[config.mk]
export PLATFORM = sky130hd
export DESIGN_NAME = sa9_leaf_stream_fifo_flat
export DESIGN_NICKNAME = d
export VERILOG_FILES = /design/src/rtl/sa9_leaf_stream_fifo_if.sv /design/src/rtl/sa9_leaf_stream_fifo.sv /design/src/flat_wrapper.sv
export SDC_FILE = /design/constraint.sdc
export NUM_CORES = 1
export LEC_CHECK = 0
export CAP_MARGIN = 15
export CORE_ASPECT_RATIO = 1.75
export CORE_MARGIN = 2
export CORE_UTILIZATION = 49
export CTS_CLUSTER_SIZE = 28
export DETAILED_ROUTE_END_ITERATION = 7
export DONT_BUFFER_PORTS = 1
export REMOVE_ABC_BUFFERS = 1
export SYNTH_ARGS = -nofsm -noshare
export SYNTH_HDL_FRONTEND = slang
export SYNTH_SLANG_ARGS = --single-unit
[constraint.sdc]
create_clock -name clk -period 2.3 [get_ports clk]
set_input_delay 0.46 -clock clk [delete_from_list [all_inputs] [get_ports clk]]
set_output_delay 0.46 -clock clk [all_outputs]
set_load 0.03 [all_outputs]
[src/rtl/sa9_leaf_stream_fifo_if.sv]
// Valid/ready stream bundle for the leaf FIFO: producer side (in_*) and consumer side (out_*).
// master = the environment driving the FIFO, slave = the FIFO itself.
interface sa9_leaf_stream_fifo_if #(
  parameter int DATA_W = 8
);
  logic              in_valid;
  logic              in_ready;
  logic [DATA_W-1:0] in_data;
  logic              out_valid;
  logic              out_ready;
  logic [DATA_W-1:0] out_data;

  modport master (
    output in_valid,
    output in_data,
    output out_ready,
    input  in_ready,
    input  out_valid,
    input  out_data
  );

  modport slave (
    input  in_valid,
    input  in_data,
    input  out_ready,
    output in_ready,
    output out_valid,
    output out_data
  );
endinterface

[src/rtl/sa9_leaf_stream_fifo.sv]
// Leaf valid/ready FIFO with wrap-bit pointers, registered occupancy and a sticky
// flag for producers that drop or alter an offer while it is being stalled.
module sa9_leaf_stream_fifo #(
  parameter int DATA_W = 8,
  parameter int DEPTH  = 4
) (
  input  logic                   clk,
  input  logic                   rst_n,
  input  logic                   flush,
  sa9_leaf_stream_fifo_if.slave  bus,
  output logic [$clog2(DEPTH):0] count,
  output logic                   err
);

  localparam int IDX_W = $clog2(DEPTH);
  localparam int PTR_W = IDX_W + 1;

  logic [DATA_W-1:0] mem [DEPTH];
  logic [PTR_W-1:0]  wp_q;
  logic [PTR_W-1:0]  rp_q;
  logic [PTR_W-1:0]  count_q;
  logic              full;
  logic              empty;
  logic              push;
  logic              pop;

  logic              stall_q;
  logic [DATA_W-1:0] held_data_q;
  logic              err_q;
  logic              offer_broken;

  // Full/empty come from the pointers alone so in_ready never depends on out_ready.
  assign empty = (wp_q == rp_q);
  assign full  = (wp_q[IDX_W-1:0] == rp_q[IDX_W-1:0]) && (wp_q[IDX_W] != rp_q[IDX_W]);

  assign bus.in_ready  = !full;
  assign bus.out_valid = !empty;
  assign bus.out_data  = mem[rp_q[IDX_W-1:0]];

  assign push = bus.in_valid && !full;
  assign pop  = bus.out_ready && !empty;

  always_ff @(posedge clk or negedge rst_n) begin
    if (!rst_n) begin
      wp_q    <= '0;
      rp_q    <= '0;
      count_q <= '0;
    end else if (flush) begin
      wp_q    <= '0;
      rp_q    <= '0;
      count_q <= '0;
    end else begin
      if (push) wp_q <= wp_q + PTR_W'(1);
      if (pop)  rp_q <= rp_q + PTR_W'(1);
      count_q <= count_q + PTR_W'(push) - PTR_W'(pop);
    end
  end

  // Storage is deliberately left unreset; a flushed-cycle push is not written.
  always_ff @(posedge clk) begin
    if (push && !flush) begin
      mem[wp_q[IDX_W-1:0]] <= bus.in_data;
    end
  end

  // A stalled offer must be held unchanged until it is accepted.
  assign offer_broken = stall_q && (!bus.in_valid || (bus.in_data != held_data_q));

  always_ff @(posedge clk or negedge rst_n) begin
    if (!rst_n) begin
      stall_q     <= 1'b0;
      held_data_q <= '0;
      err_q       <= 1'b0;
    end else begin
      stall_q     <= bus.in_valid && full;
      held_data_q <= bus.in_data;
      if (offer_broken) err_q <= 1'b1;
    end
  end

  assign count = count_q;
  assign err   = err_q;

endmodule

[src/flat_wrapper.sv]
// flat-port wrapper written by rule: the top's interface ports become plain ports
module sa9_leaf_stream_fifo_flat 
#(
  parameter int DATA_W = 8,
  parameter int DEPTH  = 4
)
  (clk, rst_n, flush, count, err, bus_in_valid, bus_in_data, bus_out_ready, bus_in_ready, bus_out_valid, bus_out_data);
  sa9_leaf_stream_fifo_if #(.DATA_W(DATA_W)) bus_i ();
  input  logic clk;
  input  logic rst_n;
  input  logic flush;
  output logic [$clog2(DEPTH):0] count;
  output logic err;
  input wire logic [$bits(bus_i.in_valid)-1:0] bus_in_valid;
  input wire logic [$bits(bus_i.in_data)-1:0] bus_in_data;
  input wire logic [$bits(bus_i.out_ready)-1:0] bus_out_ready;
  output wire logic [$bits(bus_i.in_ready)-1:0] bus_in_ready;
  output wire logic [$bits(bus_i.out_valid)-1:0] bus_out_valid;
  output wire logic [$bits(bus_i.out_data)-1:0] bus_out_data;
  assign bus_i.in_valid = bus_in_valid;
  assign bus_i.in_data = bus_in_data;
  assign bus_i.out_ready = bus_out_ready;
  assign bus_in_ready = bus_i.in_ready;
  assign bus_out_valid = bus_i.out_valid;
  assign bus_out_data = bus_i.out_data;
  sa9_leaf_stream_fifo #(.DATA_W(DATA_W), .DEPTH(DEPTH)) u_core (.clk(clk), .rst_n(rst_n), .flush(flush), .bus(bus_i), .count(count), .err(err));
endmodule
==> run summary <==
Status - completed
CP max stage delay - 0.66 ns
Final clock skew - 0.00539 ns
Port bufs - 0
Slowest-stage cell, CP - mux4_2
Startpoint Class - flop
Crit Path Category - flop to primary output
Setup crit end kind - primary output
DRC viols - 0
Worst path bufs/invs - 1
Worst-Skew Late Latency - 0.30 ns
Cells after synthesis - 137
Slew headroom - 38.9%
Critical path data required time - 1.84 ns
Min Tclk post-route - 2.09 ns
Vias - 1,141
Final total negative setup slack - 0 ns
Pleak - 0.897 nW
Mean Syn Cell Area - 16.4 um2
Maximum fanout along the worst path - 12
Synth cell types - 29
Unrepaired setup endpoints after global routing - false
Share of layout cells above drive strength 1 - 20.3%
Pwr Density - 818 mW/mm2
Layout area overhead - 8.31%
Initial antenna violation count - 0
Final Non-Filler Cells - 199
Core Box Area - 0.00440 mm2
Hold Vio Cnt, Final - 0
Syn. warnings - 0
Clk buf depth - 2
Post-synth ARST share - 37.3%
Yosys reg bits - 51
Critical path cell sequence - buf_4, mux4_2
Netlist Area Pre-Place - 0.00224 mm2
Post-DP HPWL - 2.77 mm
Final Wtd Congestion - 0.848
CTS tree - built
Clock tree sinks - 51
GRT overflow - 0
Global-route wire length before repair - 6.33 mm
Number of flops mapped to enable cells by yosys - 32
Worst vdd ir - 0.000546 V
Worst Max-Slew Pin Slew - 0.914 ns
Vias in the first global route - 1,205
CTS Buf Count - 5
N_diodes - 0
Chip width - 55.2 um
Die area - 0.00516 mm2
WL/cell - 20.2 um
Post-route ant nets - 0
Vias per cell - 5.73
Height of the die - 93.5 um
Clock slew at reported path FFs - 0.09 ns
Hold Crit Class - input port to flop
Rows - 32
First DRT Iteration DRCs - 24
Crit path DAT - 1.63 ns
Total GRT Usage - 18.3%
Post-CTS Resized - 0
Hold Slack - 0.179 ns
Largest net degree at the start of global routing - 20
Final period util - 91.1%
Part of the Yosys area used for sequential elements - 64.0%
Starting Density - 50.9%
CP top delay family - multiplexers
Total iterations of the first detailed-routing run - 6
Max Slew Vio Count - 0
Root Driver - clkbuf_8
Final WL - 4.02 mm
FILL cells - 366
CTS H-Tree Depth - 2
Max Freq - 477 MHz
Fin nets - 168
Max-cap violation count - 0
IO Count - 27
Most used DFF post-synth - edfxtp_1
Placed cells - 190
Setup Viol. Count Final - 0
==> report_power, final <==
part,switching (W),internal (W)
combinational,0.000241,0.000161
clock,0.000278,0.000213
sequential,0.0000674,0.00103
total,0.000587,0.00140
==> per-stage QoR <==
stage / utilization, % / power (W) / setup WS, ns / cell area (um2)
2_1_floorplan: - / 0.00142 / 0.0240 / 2230
3_3_place_gp: 53.0 / 0.00151 / 0.240 / 2330
3_5_place_dp: 53.0 / 0.00151 / 0.216 / 2330
4_1_cts: 55.2 / 0.00201 / 0.189 / 2430
5_1_grt: 55.2 / 0.00209 / 0.0923 / 2430
6_report: 55.2 / 0.00199 / 0.206 / 2430
==> flip-flops by register name, summed over array words and instances (netlist names) <==
register and flops:
u_core.rp_q 3, u_core.stall_q 1, u_core.count 3, u_core.held_data_q 8, u_core.err 1, u_core.mem 32
u_core.wp_q 3
==> final timing paths <==
path,to,slack [ns],cells after the start,startpoint
hold / removal,u_core.held_data_q[6],0.18,0,bus_in_data[6]
min in group asynchronous,u_core.err,0.73,1,rst_n
max in group asynchronous,u_core.held_data_q[1],1.01,1,rst_n
setup reg to reg,u_core.count[2],0.22,9,u_core.wp_q[1]
setup / recovery,bus_out_data[0],0.21,2,u_core.rp_q[0]
hold reg to reg,u_core.err,0.53,2,u_core.stall_q
==> cell type report <==
class | instances | area, um2 | area share [%]
flip-flops and latches | 51 | 1440 | 59.1
clock buffers | 6 | 72.6 | 2.99
inverters | 10 | 37.5 | 1.54
repair buffers | 7 | 55.1 | 2.27
multi-input cells | 72 | 752 | 30.9
well taps | 51 | 63.8 | 2.63
clock inverters | 2 | 12.5 | 0.515
==> worst reg2reg max path: stages, from the launching register on <==
cell     delay, ns
dfrtp_1       0.50
xnor2_2       0.19
a31oi_2       0.24
ha_1          0.26
inv_1         0.05
ha_1          0.13
inv_1         0.05
fa_1          0.37
xnor2_1       0.16
nor2_1        0.05
==> Yosys cell counts (4+ instances only) <==
cell type	number	share of area, %
and2_1	4	1.1
dfrtp_1	19	21
edfxtp_1	32	43
ha_1	7	3.9
inv_1	10	1.7
mux4_2	8	8.0
nor2_1	9	1.5
o31ai_1	4	1.3
xor2_1	11	4.3
==> placed cells by master (no fill, tap or decap), types with 4 or more instances in the layout <==
cell type	n
nor2_1	9
ha_1	7
and2_1	4
buf_4	6
xor2_1	11
dfrtp_1	19
edfxtp_1	32
o31ai_1	4
inv_1	10
mux4_2	8
clkbuf_8	5
==> what timing repair did <==
item	in CTS	in global routing
setup endpoints to repair	0	0
buffers inserted	0	0
endpoints found under the hold margin	19	0
hold buffers	1	0
==> per-layer routing <==
metal  part of all wire, %  vias to the layer above  track usage [%]
met5                     0                        -                0
met4                   3.2                        0             7.93
met3                   5.9                       12             4.95
met2                    58                       35             31.8
met1                    33                      564             19.7
li1                      -                      530                -
==> cell families (layout without fill, tap and decap cells) <==
| family | Yosys count | count (layout) | share of synthesized area [%] |
|---|---|---|---|
| flip-flops | 51 | 51 | 64.0 |
| AO/OA/AOI/OAI | 16 | 16 | 7.08 |
| multiplexers | 10 | 10 | 9.03 |
| buffers and inverters | 14 | 25 | 2.45 |
| adder cells (fa/ha/maj) | 8 | 8 | 4.80 |
| XOR/XNOR | 16 | 16 | 7.25 |
| AND/OR/NAND/NOR | 22 | 22 | 5.35 |
No activity file was read; power rests on OpenSTA's default activity.
